--- config.mk ---
export PLATFORM = sky130hd
export DESIGN_NAME = encoder_rr_flat
export DESIGN_NICKNAME = d
export VERILOG_FILES = /design/src/rtl/encoder_rr_pkg.sv /design/src/rtl/encoder_rr_if.sv /design/src/rtl/encoder_rr_select.sv /design/src/rtl/encoder_rr.sv /design/src/flat_wrapper.sv
export SDC_FILE = /design/constraint.sdc
export NUM_CORES = 1
export LEC_CHECK = 0
export CAP_MARGIN = 20
export CORE_ASPECT_RATIO = 0.7
export CORE_MARGIN = 2
export CORE_UTILIZATION = 63
export DETAILED_ROUTE_END_ITERATION = 10
export MAX_ROUTING_LAYER = met4
export PLACE_DENSITY_LB_ADDON = 0.3
export SLEW_MARGIN = 30
export SYNTH_ARGS = -nofsm -noshare
export SYNTH_HDL_FRONTEND = slang
export SYNTH_HIERARCHICAL = 1
export SYNTH_SLANG_ARGS = --single-unit
--- constraint.sdc ---
create_clock -name I_CLK -period 6.45 [get_ports I_CLK]
set_input_delay 0.645 -clock I_CLK [delete_from_list [all_inputs] [get_ports I_CLK]]
set_output_delay 0.645 -clock I_CLK [all_outputs]
set_load 0.02 [all_outputs]
--- src/rtl/encoder_rr_pkg.sv ---
// Shared constants and helpers for the encoder_rr priority encoder and
// other parametrised library blocks.
package encoder_rr_pkg;

    localparam logic MODE_FIXED = 1'b0;
    localparam logic MODE_RR    = 1'b1;

    // Number of bits needed to hold the values 0 .. n-1.
    function automatic int clog2(input int n);
        int r;
        r = 0;
        for (int v = n - 1; v > 0; v = v >> 1) begin
            r = r + 1;
        end
        return r;
    endfunction

endpackage

--- src/rtl/encoder_rr_if.sv ---
// Request/result handshake bundle for encoder_rr; the slave modport is the
// encoder side, the master modport is the producer/consumer side.
interface encoder_rr_if
    import encoder_rr_pkg::*;
#(
    parameter int N = 16
);
    localparam int W = clog2(N);

    logic         I_MODE;
    logic [N-1:0] I_DATA;
    logic         I_VALID;
    logic         O_READY;
    logic [W-1:0] O_DATA;
    logic [N-1:0] O_GRANT;
    logic         O_ZERO;
    logic         O_MULTI;
    logic         O_VALID;
    logic         I_READY;

    modport slave (
        input  I_MODE, I_DATA, I_VALID, I_READY,
        output O_READY, O_DATA, O_GRANT, O_ZERO, O_MULTI, O_VALID
    );

    modport master (
        output I_MODE, I_DATA, I_VALID, I_READY,
        input  O_READY, O_DATA, O_GRANT, O_ZERO, O_MULTI, O_VALID
    );

endinterface

--- src/rtl/encoder_rr_select.sv ---
// Combinational masked priority pick: the first set request at or after ptr,
// wrapping modulo N, found by rotating a doubled copy of the request vector.
module encoder_rr_select
    import encoder_rr_pkg::*;
#(
    parameter int N = 16,
    parameter int W = clog2(N)
) (
    input  logic [N-1:0] req,
    input  logic [W-1:0] ptr,
    output logic [W-1:0] idx,
    output logic [N-1:0] grant,
    output logic         zero,
    output logic         multi
);

    logic [2*N-1:0] dbl;
    logic [N-1:0]   rot;
    logic           found;
    int             pos;

    always_comb begin
        dbl   = {req, req} >> ptr;
        rot   = dbl[N-1:0];
        found = 1'b0;
        pos   = 0;
        idx   = '0;
        // rot[k] stands for request index (ptr + k) mod N
        for (int k = 0; k < N; k++) begin
            if (!found && rot[k]) begin
                found = 1'b1;
                pos   = int'(ptr) + k;
                if (pos >= N) begin
                    pos = pos - N;
                end
                idx = W'(pos);
            end
        end
        grant = found ? (N'(1) << idx) : '0;
        zero  = ~|req;
        multi = |(req & (req - N'(1)));
    end

endmodule

--- src/rtl/encoder_rr.sv ---
// N-to-log2(N) priority encoder with fixed or round-robin priority, a
// registered result and valid/ready handshakes on both sides.
module encoder_rr
    import encoder_rr_pkg::*;
#(
    parameter int N = 16
) (
    input  logic       I_CLK,
    input  logic       I_NRESET,
    encoder_rr_if.slave bus
);

    localparam int W = clog2(N);

    logic [W-1:0] ptr;
    logic [W-1:0] sel_ptr;
    logic [W-1:0] sel_idx;
    logic [N-1:0] sel_grant;
    logic         sel_zero;
    logic         sel_multi;
    logic         ready;
    logic         acc;

    logic [W-1:0] data_p1;
    logic [N-1:0] grant_p1;
    logic         zero_p1;
    logic         multi_p1;
    logic         vld_p1;

    assign ready   = !vld_p1 || bus.I_READY;
    assign acc     = bus.I_VALID && ready;
    assign sel_ptr = (bus.I_MODE == MODE_RR) ? ptr : '0;

    encoder_rr_select #(.N(N), .W(W)) u_select (
        .req   (bus.I_DATA),
        .ptr   (sel_ptr),
        .idx   (sel_idx),
        .grant (sel_grant),
        .zero  (sel_zero),
        .multi (sel_multi)
    );

    // Stage p0 -> p1: register the pick on accept; pointer moves past the winner
    always_ff @(posedge I_CLK) begin
        if (!I_NRESET) begin
            ptr      <= '0;
            data_p1  <= '0;
            grant_p1 <= '0;
            zero_p1  <= 1'b0;
            multi_p1 <= 1'b0;
            vld_p1   <= 1'b0;
        end else if (acc) begin
            data_p1  <= sel_idx;
            grant_p1 <= sel_grant;
            zero_p1  <= sel_zero;
            multi_p1 <= sel_multi;
            vld_p1   <= 1'b1;
            if (bus.I_MODE == MODE_RR && !sel_zero) begin
                ptr <= (sel_idx == W'(N - 1)) ? '0 : sel_idx + W'(1);
            end
        end else if (bus.I_READY) begin
            vld_p1 <= 1'b0;
        end
    end

    assign bus.O_READY = ready;
    assign bus.O_DATA  = data_p1;
    assign bus.O_GRANT = grant_p1;
    assign bus.O_ZERO  = zero_p1;
    assign bus.O_MULTI = multi_p1;
    assign bus.O_VALID = vld_p1;

endmodule

--- src/flat_wrapper.sv ---
// flat-port wrapper written by rule: the top's interface ports become plain ports
module encoder_rr_flat import encoder_rr_pkg::*;
#(
    parameter int N = 16
)
  (I_CLK, I_NRESET, bus_I_MODE, bus_I_DATA, bus_I_VALID, bus_I_READY, bus_O_READY, bus_O_DATA, bus_O_GRANT, bus_O_ZERO, bus_O_MULTI, bus_O_VALID);
  encoder_rr_if #(.N(N)) bus_i ();
  input  logic I_CLK;
  input  logic I_NRESET;
  input wire logic [$bits(bus_i.I_MODE)-1:0] bus_I_MODE;
  input wire logic [$bits(bus_i.I_DATA)-1:0] bus_I_DATA;
  input wire logic [$bits(bus_i.I_VALID)-1:0] bus_I_VALID;
  input wire logic [$bits(bus_i.I_READY)-1:0] bus_I_READY;
  output wire logic [$bits(bus_i.O_READY)-1:0] bus_O_READY;
  output wire logic [$bits(bus_i.O_DATA)-1:0] bus_O_DATA;
  output wire logic [$bits(bus_i.O_GRANT)-1:0] bus_O_GRANT;
  output wire logic [$bits(bus_i.O_ZERO)-1:0] bus_O_ZERO;
  output wire logic [$bits(bus_i.O_MULTI)-1:0] bus_O_MULTI;
  output wire logic [$bits(bus_i.O_VALID)-1:0] bus_O_VALID;
  assign bus_i.I_MODE = bus_I_MODE;
  assign bus_i.I_DATA = bus_I_DATA;
  assign bus_i.I_VALID = bus_I_VALID;
  assign bus_i.I_READY = bus_I_READY;
  assign bus_O_READY = bus_i.O_READY;
  assign bus_O_DATA = bus_i.O_DATA;
  assign bus_O_GRANT = bus_i.O_GRANT;
  assign bus_O_ZERO = bus_i.O_ZERO;
  assign bus_O_MULTI = bus_i.O_MULTI;
  assign bus_O_VALID = bus_i.O_VALID;
  encoder_rr #(.N(N)) u_core (.I_CLK(I_CLK), .I_NRESET(I_NRESET), .bus(bus_i));
endmodule
==> out/qor.json <==
{
  "cp_data_arrival_time_ns": 5.69,
  "postSynthRegisterBits": 27,
  "critPathKind": "in -> reg",
  "synth_nets": 530,
  "rows": 24,
  "die_area_mm2": 0.00704,
  "die_w_um": 99.4,
  "nNetsFinal": 540,
  "critical-path-slowest-cell": "mux4_2",
  "antenna_cells_inserted": 0,
  "detail_route.first_pass.iterations": 6,
  "final.setup.tns_ns": 0,
  "worstSetupStartpointType": "input port",
  "core_mm2": 0.00619,
  "multiInputGateArea_mm2": 0.00312,
  "grt_antenna_before_repair": 0,
  "via_count_of_the_first_global_routing_pass": 3790,
  "max_clock_freq_mhz": 182,
  "cts_hold_repair.buffers": 0,
  "gate_family_responsible_for_the_most_delay_along_the_worst_path": "simple AND/OR/NAND/NOR gates",
  "fraction_of_synthesized_cell_area_taken_by_the_top_area_cell_type": 0.135,
  "grt_setup_unrepaired": "no",
  "clk_pin_slew_ns": 0.10,
  "first_pass_grt_wire_length_mm": 19.8,
  "ys_seq_area_frac": 0.135,
  "drv_cap": 0,
  "clock_insertion_delay_worst_skew_ns": 0.28,
  "final_core_area_utilization": 0.706,
  "worst-endpoint-required_ns": 6.65,
  "post-synth-top-area-cell": "dfxtp_1",
  "ys_dominant_reg_cell": "dfxtp_1",
  "syn-cell-area_mm2": 0.00402,
  "clk_root_buffer_cell": "clkbuf_8",
  "place_congestion": 0.985,
  "critPathCaptureType": "flop",
  "layout.cells.most_common": "a21oi_1",
  "slew_viol_final": 0,
  "total_number_of_yosys_warnings": 6,
  "viasPerCell": 7.34,
  "fill_cells": 490,
  "grt_start_max_net_pins": 45,
  "timing.final.crit_share": 0.850,
  "netlist_instances": 501,
  "finish.cell_count_without_fillers": 588,
  "critical_path_peak_fanout": 26,
  "dr.first_iter.drc_count": 545,
  "dp_hpwl_mm": 8.94,
  "die-height_um": 70.8,
  "stdcell_area_mm2": 0.00437,
  "power.static_leakage_nw": 1.40,
  "buffer_ports.inserted": 44,
  "clkSinkCount": 27,
  "maxSlewHeadroom": 0.389,
  "syn2layout_area_growth_pct": 8.66,
  "number_of_synthesized_flops_with_an_enable_pin": 0,
  "worstPathCellList": "clkdlybuf4s50_1 -> and2_2 -> mux4_2 -> mux2i_2 -> nand4_1 -> a21boi_4 -> and3_1 -> inv_1 -> nor2_1 -> o211a_1 -> inv_2 -> nor4_1 -> nand3_1 -> a21oi_1",
  "syn_area_per_cell_um2": 8.02,
  "hold_viol_final": 0,
  "initial_core_util": 0.649,
  "critPathMaxStageDelay_ns": 0.66,
  "grt_util_all_layers": 0.358,
  "max_root_sink_buffers": 2,
  "synthTopCellsByArea": "dfxtp_1 (13%), mux4_2 (11%), a21oi_1 (6.5%)",
  "critical_path.n_buffers_inverters": 3,
  "vias": 4316,
  "placed_area_mm2": 0.00432,
  "peakVddDrop_v": 0.000112,
  "htree_levels": 1,
  "place_inst": 584,
  "regArea_um2": 541,
  "max_slew.worst_pin.slew_ns": 0.913,
  "antenna_left": 0,
  "final_layout_size_suffix_gt1_frac": 0.143,
  "final_period_minus_worst_setup_slack_ns": 5.48,
  "cts_setup_buffers": 0,
  "detail_route.wl_per_cell_um": 20.7,
  "tritoncts.num_buffers": 3,
  "post_cts.resized_instances": 0,
  "setup_viol": 0,
  "wirelength_mm": 12.2,
  "outcome": "completed",
  "tritoncts": "yes",
  "mostFrequentLayoutCells": "a21oi_1 (52), clkdlybuf4s50_1 (44), nand3_1 (41)",
  "grt.overflow.total": 0,
  "final.setup_skew_ns": 0.0100,
  "post_synth_num_cell_types": 77,
  "drc": 0,
  "top_level_ports": 45,
  "worstHoldPathType": "reg -> reg",
  "p_per_area_mw_per_mm2": 159,
  "postSynth.asyncResetShare": 0
}
==> stage by stage <==
stage | setup WS (ns) | power [mW] | hold WS (ns)
finish | 0.969 | 0.695 | 0.474
global route | 0.576 | 0.736 | 0.500
CTS | 1.06 | 0.682 | 0.475
detailed placement | 0.809 | 0.583 | 0.461
global placement | 0.833 | 0.579 | 0.458
floorplan | 2.46 | 0.493 | 0.439
==> state kept, by name, summed over array words and instances (netlist names) <==
register / cells
u_core/bus.O_MULTI: 1
u_core/bus.O_VALID: 1
u_core/ptr: 4
u_core/bus.O_GRANT: 16
u_core/bus.O_DATA: 4
u_core/bus.O_ZERO: 1
==> synthesized netlist by cell type (5+ instances only) <==
library cell / number
nand4_1: 6
nor4_1: 8
buf_1: 5
a211oi_1: 9
mux2i_1: 24
nor3_1: 7
a21oi_1: 52
o22ai_1: 6
buf_6: 9
o21ai_0: 31
inv_2: 6
mux4_2: 19
nand2_1: 18
buf_4: 6
o211ai_1: 9
nor4_2: 8
nand2b_1: 6
ha_1: 8
nand3_1: 41
dfxtp_1: 27
nor2_1: 31
and2_1: 9
clkbuf_1: 11
o21ai_1: 10
mux2_2: 18
buf_2: 12
inv_1: 8
==> power by group <==
| part | total, mW | internal [mW] | switching [mW] |
|---|---|---|---|
| combinational | 0.415 | 0.156 | 0.260 |
| sequential | 0.181 | 0.176 | 0.00478 |
| clock | 0.0985 | 0.0444 | 0.0541 |
| total | 0.695 | 0.376 | 0.319 |
==> worst register-to-register path, cell delays in order, from the launching register on <==
cell	delay, ns
dfxtp_1	0.33
and2_2	0.61
mux4_2	0.68
mux2i_2	0.62
nand4_1	0.34
a21boi_4	0.41
and3_1	0.30
inv_1	0.07
nor2_1	0.11
o211a_1	0.45
inv_2	0.22
nor4_1	0.40
nand3_1	0.12
a21oi_1	0.15
==> cells by family (layout without fill, tap and decap cells) <==
family,count (synthesis),in the layout,synth area share
and+or+nand+nor,166,166,0.237
adders and majority gates,11,11,0.0324
buffers and inverters,62,71,0.0884
DFF,27,27,0.135
AOI/OAI and AO/OA,164,164,0.262
muxes,65,65,0.233
xor gates and xnor gates,6,6,0.0131
==> layout make-up <==
type | instances | share of cell area
multi-input combinational | 412 | 0.715
tap | 78 | 0.0224
inverter | 19 | 0.0203
sequential | 27 | 0.124
clock buffer | 4 | 0.0103
timing repair buffer | 48 | 0.108
==> final timing paths <==
path	cells past startpoint	end	slack, ns	from
setup reg to reg	13	u_core/bus.O_GRANT[10]	1.57	u_core/ptr[1]
hold / removal	2	u_core/ptr[1]	0.47	u_core/ptr[1]
hold reg to reg	2	u_core/ptr[1]	0.47	u_core/ptr[1]
setup / recovery	14	u_core/bus.O_GRANT[10]	0.97	bus_I_MODE
==> per-layer routing <==
metal  track usage  routed length [um]
met1         0.551                5370
met2         0.470                4900
met3        0.0919                1700
met4        0.0639                 222
met5             -                   0
Note: power is estimated with default switching activity, not from simulation.
